`src/rtl/hazard_scoreboard.sv`:
```
// hazard_scoreboard: pending-destination tag pipe beside the ID stage of an
// in-order MIPS pipeline. Decides PC/IF-ID enables, flushes, bubbles, an
// optional forwarding select and counts data-stall cycles.
// Optional feature macro: HAZARD_FORWARD_EN (forwarding with load-use stall
// only). Without it the unit is stall-only and the fwd outputs are tied to 0.
module hazard_scoreboard #(
    parameter int unsigned NSTAGES     = 3,
    parameter int unsigned REDIR_STAGE = 2,
    parameter int unsigned CNT_W       = 16,
    parameter int unsigned FW          = $clog2(NSTAGES + 1)
) (
    input  logic             CLK,
    input  logic             nRST,
    input  logic             id_valid_i,
    input  logic [4:0]       id_rs_i,
    input  logic [4:0]       id_rt_i,
    input  logic             id_use_rs_i,
    input  logic             id_use_rt_i,
    input  logic             id_wr_i,
    input  logic [4:0]       id_wsel_i,
    input  logic             id_load_i,
    input  logic             redirect_i,
    input  logic             mem_wait_i,
    output logic             pc_en_o,
    output logic             id_en_o,
    output logic             id_flush_o,
    output logic             ex_flush_o,
    output logic [FW-1:0]    fwd_rs_o,
    output logic [FW-1:0]    fwd_rt_o,
    output logic [CNT_W-1:0] stall_cnt_o
);

    localparam int N  = int'(NSTAGES);
    localparam int RS = int'(REDIR_STAGE);

    typedef struct packed {
        logic       v;
        logic [4:0] wsel;
        logic       ld;
    } tag_t;

    tag_t             pipe     [1:N];
    tag_t             pipe_nxt [1:N];
    logic [CNT_W-1:0] stall_cnt;
    logic [CNT_W-1:0] stall_cnt_nxt;
    logic             data_stall;
    logic             load_use;

    // A tag matches an ID source when the source is really read and not $zero
    function automatic logic hit_f(input tag_t t, input logic vld,
                                   input logic [4:0] r, input logic use_r);
        return vld && use_r && t.v && (t.wsel == r) && (r != 5'd0);
    endfunction

    // Consumer in ID depends on a load still in EX
    always_comb begin
        load_use = (hit_f(pipe[1], id_valid_i, id_rs_i, id_use_rs_i) ||
                    hit_f(pipe[1], id_valid_i, id_rt_i, id_use_rt_i)) && pipe[1].ld;
    end

`ifdef HAZARD_FORWARD_EN
    // Youngest matching entry supplies the operand; only load-use must wait
    always_comb begin
        fwd_rs_o   = '0;
        fwd_rt_o   = '0;
        data_stall = load_use;
        for (int k = N; k >= 1; k--) begin
            if (hit_f(pipe[k], id_valid_i, id_rs_i, id_use_rs_i)) fwd_rs_o = FW'(k);
            if (hit_f(pipe[k], id_valid_i, id_rt_i, id_use_rt_i)) fwd_rt_o = FW'(k);
        end
    end
`else
    // Stall until the producer reaches the write-before-read WB entry
    always_comb begin
        fwd_rs_o   = '0;
        fwd_rt_o   = '0;
        data_stall = (N > 1) && load_use;
        for (int k = 1; k < N; k++) begin
            if (hit_f(pipe[k], id_valid_i, id_rs_i, id_use_rs_i) ||
                hit_f(pipe[k], id_valid_i, id_rt_i, id_use_rt_i)) data_stall = 1'b1;
        end
    end
`endif

    // Pipeline control outputs in priority order: freeze, redirect, stall
    always_comb begin
        pc_en_o    = 1'b1;
        id_en_o    = 1'b1;
        id_flush_o = 1'b0;
        ex_flush_o = 1'b0;
        if (mem_wait_i) begin
            pc_en_o = 1'b0;
            id_en_o = 1'b0;
        end else if (redirect_i) begin
            id_flush_o = 1'b1;
            ex_flush_o = 1'b1;
        end else if (data_stall) begin
            pc_en_o    = 1'b0;
            id_en_o    = 1'b0;
            ex_flush_o = 1'b1;
        end
    end

    // Next tag pipe and stall counter
    always_comb begin
        for (int k = 1; k <= N; k++) pipe_nxt[k] = pipe[k];
        stall_cnt_nxt = stall_cnt;
        if (!mem_wait_i) begin
            for (int k = N; k >= 2; k--) pipe_nxt[k] = pipe[k - 1];
            pipe_nxt[1] = '0;
            if (redirect_i) begin
                // Entries younger than the redirecting instruction are wrong-path
                for (int k = 2; k <= N; k++) begin
                    if (k - 1 < RS) pipe_nxt[k].v = 1'b0;
                end
            end else if (data_stall) begin
                if (stall_cnt != '1) stall_cnt_nxt = stall_cnt + CNT_W'(1);
            end else begin
                pipe_nxt[1].v    = id_valid_i && id_wr_i && (id_wsel_i != 5'd0);
                pipe_nxt[1].wsel = id_wsel_i;
                pipe_nxt[1].ld   = id_load_i;
            end
        end
    end

    // State registers
    always_ff @(posedge CLK or negedge nRST) begin
        if (!nRST) begin
            for (int k = 1; k <= N; k++) pipe[k] <= '0;
            stall_cnt <= '0;
        end else begin
            for (int k = 1; k <= N; k++) pipe[k] <= pipe_nxt[k];
            stall_cnt <= stall_cnt_nxt;
        end
    end

    assign stall_cnt_o = stall_cnt;

endmodule

```
`config.mk`:
```
export PLATFORM = sky130hd
export DESIGN_NAME = hazard_scoreboard
export DESIGN_NICKNAME = d
export VERILOG_FILES = /design/src/rtl/hazard_scoreboard.sv
export SDC_FILE = /design/constraint.sdc
export NUM_CORES = 1
export LEC_CHECK = 0
export CAP_MARGIN = 10
export CORE_MARGIN = 2
export CORE_UTILIZATION = 35
export DETAILED_ROUTE_END_ITERATION = 10
export PLACE_DENSITY = 0.65
export REMOVE_ABC_BUFFERS = 1
export SETUP_SLACK_MARGIN = 0.5
export SYNTH_ARGS = -nofsm -noshare
export SYNTH_HDL_FRONTEND = slang
export SYNTH_SLANG_ARGS = --single-unit
export TNS_END_PERCENT = 100
```
`constraint.sdc`:
```
create_clock -name CLK -period 2 [get_ports CLK]
set_input_delay 0.4 -clock CLK [delete_from_list [all_inputs] [get_ports CLK]]
set_output_delay 0.4 -clock CLK [all_outputs]
set_load 0.02 [all_outputs]
```
==> results of run 1 <==
cells by family (layout without fill, tap and decap cells):
group                      count (synthesis)  after routing  share of synthesized area (%)
AOI/OAI and AO/OA                         15             15                          8.605
xor gates and xnor gates                  35             35                          19.52
adders and majority gates                  1              1                         0.7967
buffers and inverters                     13             94                          4.860
DFF                                       28             28                          44.62
muxes                                      6              6                          4.302
other                                      1              4                         0.2388
and+or+nand+nor                           51             51                          17.05
cell type report:
| class | instances | area [sq um] | share of cell area [%] |
|---|---|---|---|
| clock buffers | 4 | 55.05 | 2.033 |
| multi-input cells | 112 | 1080 | 39.88 |
| well taps | 52 | 65.06 | 2.403 |
| flip-flops and latches | 28 | 703.2 | 25.97 |
| repair buffers | 87 | 793.3 | 29.30 |
| inverters | 3 | 11.26 | 0.4159 |
what timing repair did:
| action | CTS | global route |
|---|---|---|
| gates resized for setup | 124 | 32 |
| setup endpoints to repair | 42 | 35 |
| setup buffers | 10 | 9 |
| cloned | 1 | 0 |
| pin swaps | 32 | 24 |
Yosys cell counts:
cell type / number / share of area (%)
o21ai_2: 1 / 0.56
ha_1: 1 / 0.80
buf_2: 1 / 0.32
o22ai_1: 2 / 0.80
nor4_1: 5 / 2.0
nand3_1: 6 / 1.9
a22o_1: 6 / 3.3
nand4_1: 6 / 2.4
xor2_1: 14 / 7.8
nor2_2: 1 / 0.40
conb_1: 1 / 0.24
and2_0: 1 / 0.40
or3_1: 3 / 1.2
a21oi_1: 1 / 0.32
nor2_1: 5 / 1.2
nand2b_1: 1 / 0.40
o311a_1: 3 / 1.9
mux2_2: 6 / 4.3
xnor2_1: 21 / 12
inv_1: 3 / 0.72
nand2_1: 11 / 2.6
clkbuf_1: 1 / 0.24
buf_1: 1 / 0.24
and4_1: 2 / 1.1
o21ai_0: 1 / 0.32
and3_1: 1 / 0.40
a22oi_4: 1 / 1.4
nor3_1: 8 / 2.5
dfrtp_1: 28 / 45
buf_4: 7 / 3.3
nor3b_1: 1 / 0.48
critical path: stages:
cell and delay (ps):
buf_6 90, or3_1 360, o311a_1 330, a22oi_4 200, nor2_1 60, nor2_1 140
buf_4 170
power by group through the flow:
stage | Combinational (mW) | Clock, mW | Sequential [mW]
2_1_floorplan | 0.102 | 0 | 0.623
3_3_place_gp | 0.233 | 0 | 0.623
3_5_place_dp | 0.237 | 0 | 0.624
4_1_cts | 0.267 | 0.360 | 0.613
5_1_grt | 0.303 | 0.387 | 0.617
6_report | 0.284 | 0.356 | 0.614
worst max path at each step:
stage	endpoint	cells past startpoint
floorplan	id_en_o	5
global placement	pc_en_o	7
detailed placement	pc_en_o	7
CTS	pc_en_o	7
global route	id_en_o	7
finish	pc_en_o	7
registers in the layout, summed over array words and instances (netlist names):
register and flops:
stall_cnt_o 16, pipe 12
through the flow:
stage               std cells  utilization, %  area (sq um)  power [mW]
global route              286           62.62          2708       1.307
floorplan                 143               -          1516      0.7247
finish                    286           62.62          2708       1.254
global placement          262           50.64          2190      0.8567
CTS                       277           60.53          2618       1.240
detailed placement        262           50.64          2190      0.8606
routing by layer:
| metal | track usage [%] | part of all wire (%) |
|---|---|---|
| met1 | 23.35 | 40 |
| met2 | 33.02 | 53 |
| met3 | 3.704 | 5.0 |
| met4 | 7.338 | 2.0 |
| met5 | 0 | 0 |
==> results.yml, run 1 <==
power:
  p_sw_share_pct: 26.18
  p_int_mw: 0.9255
  ir_drop_mv: 0.3101
  pwr-share-comb_pct: 22.6
  cellPowerDensity_nw_per_um2: 463.0
  clkPwrFrac_pct: 28.4
  leakage_nw: 1.403
  seq_power_share_pct: 49.0
  power_switching_mw: 0.3282
final_layout:
  drive_above_1_share_pct: 44.02
  layout_common_cells: "buf_4 (38), dfrtp_1 (26), xnor2_1 (19)"
  area_growth_pct: 72.43
  insertedDiodeCount: 0
  fin_nets: 260
  n_fill_cell: 346
  final_common_cell: "buf_4"
grt:
  gr-total-overflow: 0
  antenna_found_initial: 0
  globalRouteTotalUtil_pct: 19.04
  grt_max_degree: 29
  grt_first_pass_wirelength_mm: 7.590
  first_global_vias: 1526
synthesis:
  synth_seq_area_share_pct: 44.62
  netlist-cell-type-count: 31
  synth_cells: 150
  synth_area_per_cell_sq_um: 10.47
  ys_ff_latch: 28
  yosysWarnings: 0
  syn_area_sq_um: 1570
clock_tree:
  cts.reportedPaths.clkPinSlew_ps: 100
  htree_num_levels: 1
  clkSinkCount: 28
  cts_buffers: 3
  hold_buffers: 0
  cts_root_buf: "clkbuf_8"
  clockBufferDepth: 2
  cts_tree: "done"
  insertion_delay_ps: 280
critical_path:
  critPathRequiredTime_ps: 1600
  worst-setup-path-type: "in -> out"
  crit_path_max_fanout: 3
  crit_start: "id_rs_i[0]"
  arrival_ps: 1740
  rr_startpoint: "pipe[12]"
  rrSetupSlack_ps: -30
  r2r-end: "stall_cnt_o[15]"
  endpoint_kind: "output port"
  startpoint_type: "input pin"
  reg2regPathDepth: 10
routing:
  wl_per_cell_microns: 16.22
  drt_wl_total_mm: 4.638
  drt.antenna.violating_nets: 0
  vias: 1482
  drtPass1Iterations: 4
  vias_per_cell: 5.182
  drtIter0Drc: 48
  drc: 0
sta:
  fin_ws_ps: -140.3
  final.min_clock_period_ps: 2140
  whs_ps: 503.0
  rsz0062_at_grt: "yes"
  max_freq_mhz: 467.2
  hold_viol_final: 0
  setup_tns_ps: -613.1
  slew_headroom_pct: 62.33
  finalSetupViolCount: 12
  clock_skew_ps: 3.553
  worst_slew_pin_slew_ps: 565.0
  finalCritPeriodShare_pct: 107.0
  slew_violations: 0
placed_design:
  hpwl_mm: 2.947
  globalplace.congestion: 0.9081
  port_buffers: 42
  dp_slack_ps: -980.0
die:
  die-area_sq_um: 5038
  pin_count: 48
  die_w_microns: 70.98
  die_height_microns: 70.98
  placementRows: 24
  core_sq_um: 4324
  initial_core_util_pct: 36.31
status:
  outcome: "finished, violations left"
  violations: "negative setup slack"
worst_hold_path:
  hold_depth: 1
  hp-start: "stall_cnt_o[12]"
  hold_path_class: "reg -> reg"
  holdPathEnd: "stall_cnt_o[12]"
run:
  drv_cap: 0
No activity file was read; power rests on OpenSTA's default activity.
==> run 2: changes to the inputs <==
CELL_PAD_IN_SITES_DETAIL_PLACEMENT = 2   (was default)
CELL_PAD_IN_SITES_GLOBAL_PLACEMENT = 2   (was default)
CORE_UTILIZATION = 25   (was 35)
PLACE_DENSITY = default   (was 0.65)
PLACE_DENSITY_LB_ADDON = 0.1   (was default)
==> run 2 against run 1 <==
- the flow still finishes with violations (negative setup slack)
- critical path depth is the same
- via count grew 2.1%
- maximum frequency fell by 2.4%
- flip-flop and latch count unchanged
- first-iteration DRC count decreased by 40%
- hold slack worse by 20 ps
- routed wire length up 30%
- register-to-register slack worse by 50 ps
- final area increased by 3.2%
- critical endpoint unchanged
- largest power group unchanged
==> results.yml, run 2 (synthesis results as in run 1) <==
power:
  p_int_mw: 1.014
  cellPowerDensity_nw_per_um2: 487.1
  ir_drop_mv: 0.2319
  clkPwrFrac_pct: 33.5
  p_sw_share_pct: 25.55
  leakage_nw: 1.469
  seq_power_share_pct: 45.2
  pwr-share-comb_pct: 21.3
  power_switching_mw: 0.3478
critical_path:
  endpoint_kind: "output port"
  arrival_ps: 1790
  crit_family: "flip-flops"
  startpoint_type: "register"
  cpMaxStageDelayCell: "dfrtp_1"
  path_buf_inv: 1
  worst-setup-path-type: "reg -> out"
  crit_path_max_incr_delay_ps: 430
  crit_path_max_fanout: 3
  critPathRequiredTime_ps: 1600
  cp_cell_sequence: "xnor2_1 -> nand4_1 -> o22ai_2 -> a22oi_4 -> nor2_2 -> nor2_4 -> buf_6"
clock_tree:
  clockBufferDepth: 2
  clkSinkCount: 28
  cts.reportedPaths.clkPinSlew_ps: 100
  cts_root_buf: "clkbuf_8"
  cts_buffers: 3
  cts_tree: "done"
  htree_num_levels: 1
  insertion_delay_ps: 280
sta:
  setup_tns_ps: -1303
  slew_violations: 0
  final.min_clock_period_ps: 2194
  max_freq_mhz: 455.9
  finalCritPeriodShare_pct: 109.7
  worst_slew_pin_slew_ps: 583.6
  slew_headroom_pct: 61.09
  clock_skew_ps: 4.313
  rsz0062_at_grt: "yes"
  fin_ws_ps: -193.6
  hold_viol_final: 0
  finalSetupViolCount: 16
grt:
  grt_max_degree: 29
  antenna_found_initial: 0
  grt_first_pass_wirelength_mm: 9.908
  gr-total-overflow: 0
  globalRouteTotalUtil_pct: 17.92
  first_global_vias: 1820
routing:
  drc: 0
  drtPass1Iterations: 4
  drtIter0Drc: 29
  vias_per_cell: 4.758
  drt.antenna.violating_nets: 0
  drt_wl_total_mm: 6.048
  vias: 1513
  wl_per_cell_microns: 19.02
run:
  drv_cap: 0
final_layout:
  final_common_cell: "buf_4"
  layout_common_cells: "buf_4 (41), dfrtp_1 (28), xnor2_1 (19)"
  largest_reg_flops: 16
  drive_above_1_share_pct: 45.27
  n_fill_cell: 622
  insertedDiodeCount: 0
  fin_nets: 269
  area_growth_pct: 78.01
die:
  die_w_microns: 83.25
  initial_core_util_pct: 26.21
  pin_count: 48
  die_height_microns: 83.25
  core_sq_um: 5991
  placementRows: 28
  die-area_sq_um: 6931
placed_design:
  dp_slack_ps: -1008
  port_buffers: 42
  globalplace.congestion: 0.8361
  hpwl_mm: 3.845
status:
  violations: "negative setup slack"
  outcome: "finished, violations left"
worst_hold_path:
  hold_path_class: "reg -> reg"
## run 2: layout make-up
cell class / count / area (sq um) / area share, %
Clock inverter: 1 / 30.03 / 1.074
Clock buffer: 3 / 41.29 / 1.477
Tap cell: 75 / 93.84 / 3.357
Sequential cell: 28 / 700.7 / 25.07
Timing Repair Buffer: 96 / 869.6 / 31.11
Inverter: 3 / 11.26 / 0.4029
Multi-Input combinational cell: 112 / 1049 / 37.51
## run 2: what timing repair did
item	in CTS	in global routing
buffers inserted	7	9
endpoints found under the hold margin	0	0
hold buffers	0	0
gates cloned	1	0
gates resized for setup	132	37
pin swaps	45	18
endpoints found under the setup margin	42	35
## run 2: worst paths after layout
kind	startpoint	to	slack [ps]	cells after the start
setup reg to reg	pipe[17]	pipe[17]	-80	10
setup / recovery	pipe[17]	pc_en_o	-190	7
hold reg to reg	stall_cnt_o[12]	stall_cnt_o[12]	480	1
max in group asynchronous	nRST	stall_cnt_o[12]	1220	2
hold / removal	stall_cnt_o[12]	stall_cnt_o[12]	480	1
min in group asynchronous	nRST	stall_cnt_o[3]	490	2
## run 2: metrics by stage
step | instances | instance area, sq um | hold WS (ps) | util [%] | power, mW
after floorplan | 143 | 1516 | 104.4 | - | 0.7247
after global placement | 297 | 2308 | 480.1 | 38.53 | 0.8689
after detailed placement | 297 | 2308 | 479.0 | 38.53 | 0.8785
after CTS | 309 | 2680 | 491.9 | 44.74 | 1.359
after global routing | 318 | 2795 | 533.1 | 46.66 | 1.425
final | 318 | 2795 | 482.9 | 46.66 | 1.362
## run 2: per-layer routing
metal,GRT usage [%],part of all wire (%),vias to the layer above
met2,35.26,58,30
li1,-,-,707
met1,19.74,38,771
met3,3.082,3.6,5
met5,0,0,-
met4,4.024,0.83,0
## run 2: power by group through the flow
stage          clock, mW  sequential, mW  combinational, mW
3_5_place_dp           0           0.626              0.253
4_1_cts            0.472           0.615              0.272
3_3_place_gp           0           0.624              0.245
6_report           0.456           0.616              0.290
5_1_grt            0.494           0.619              0.313
2_1_floorplan          0           0.623              0.102
==> run 3: changes to the inputs <==
CTS_CLUSTER_DIAMETER = 40   (was default)
==> results of run 3 <==
Same layout as run 2: the final DEF is identical, and so are final timing and power.
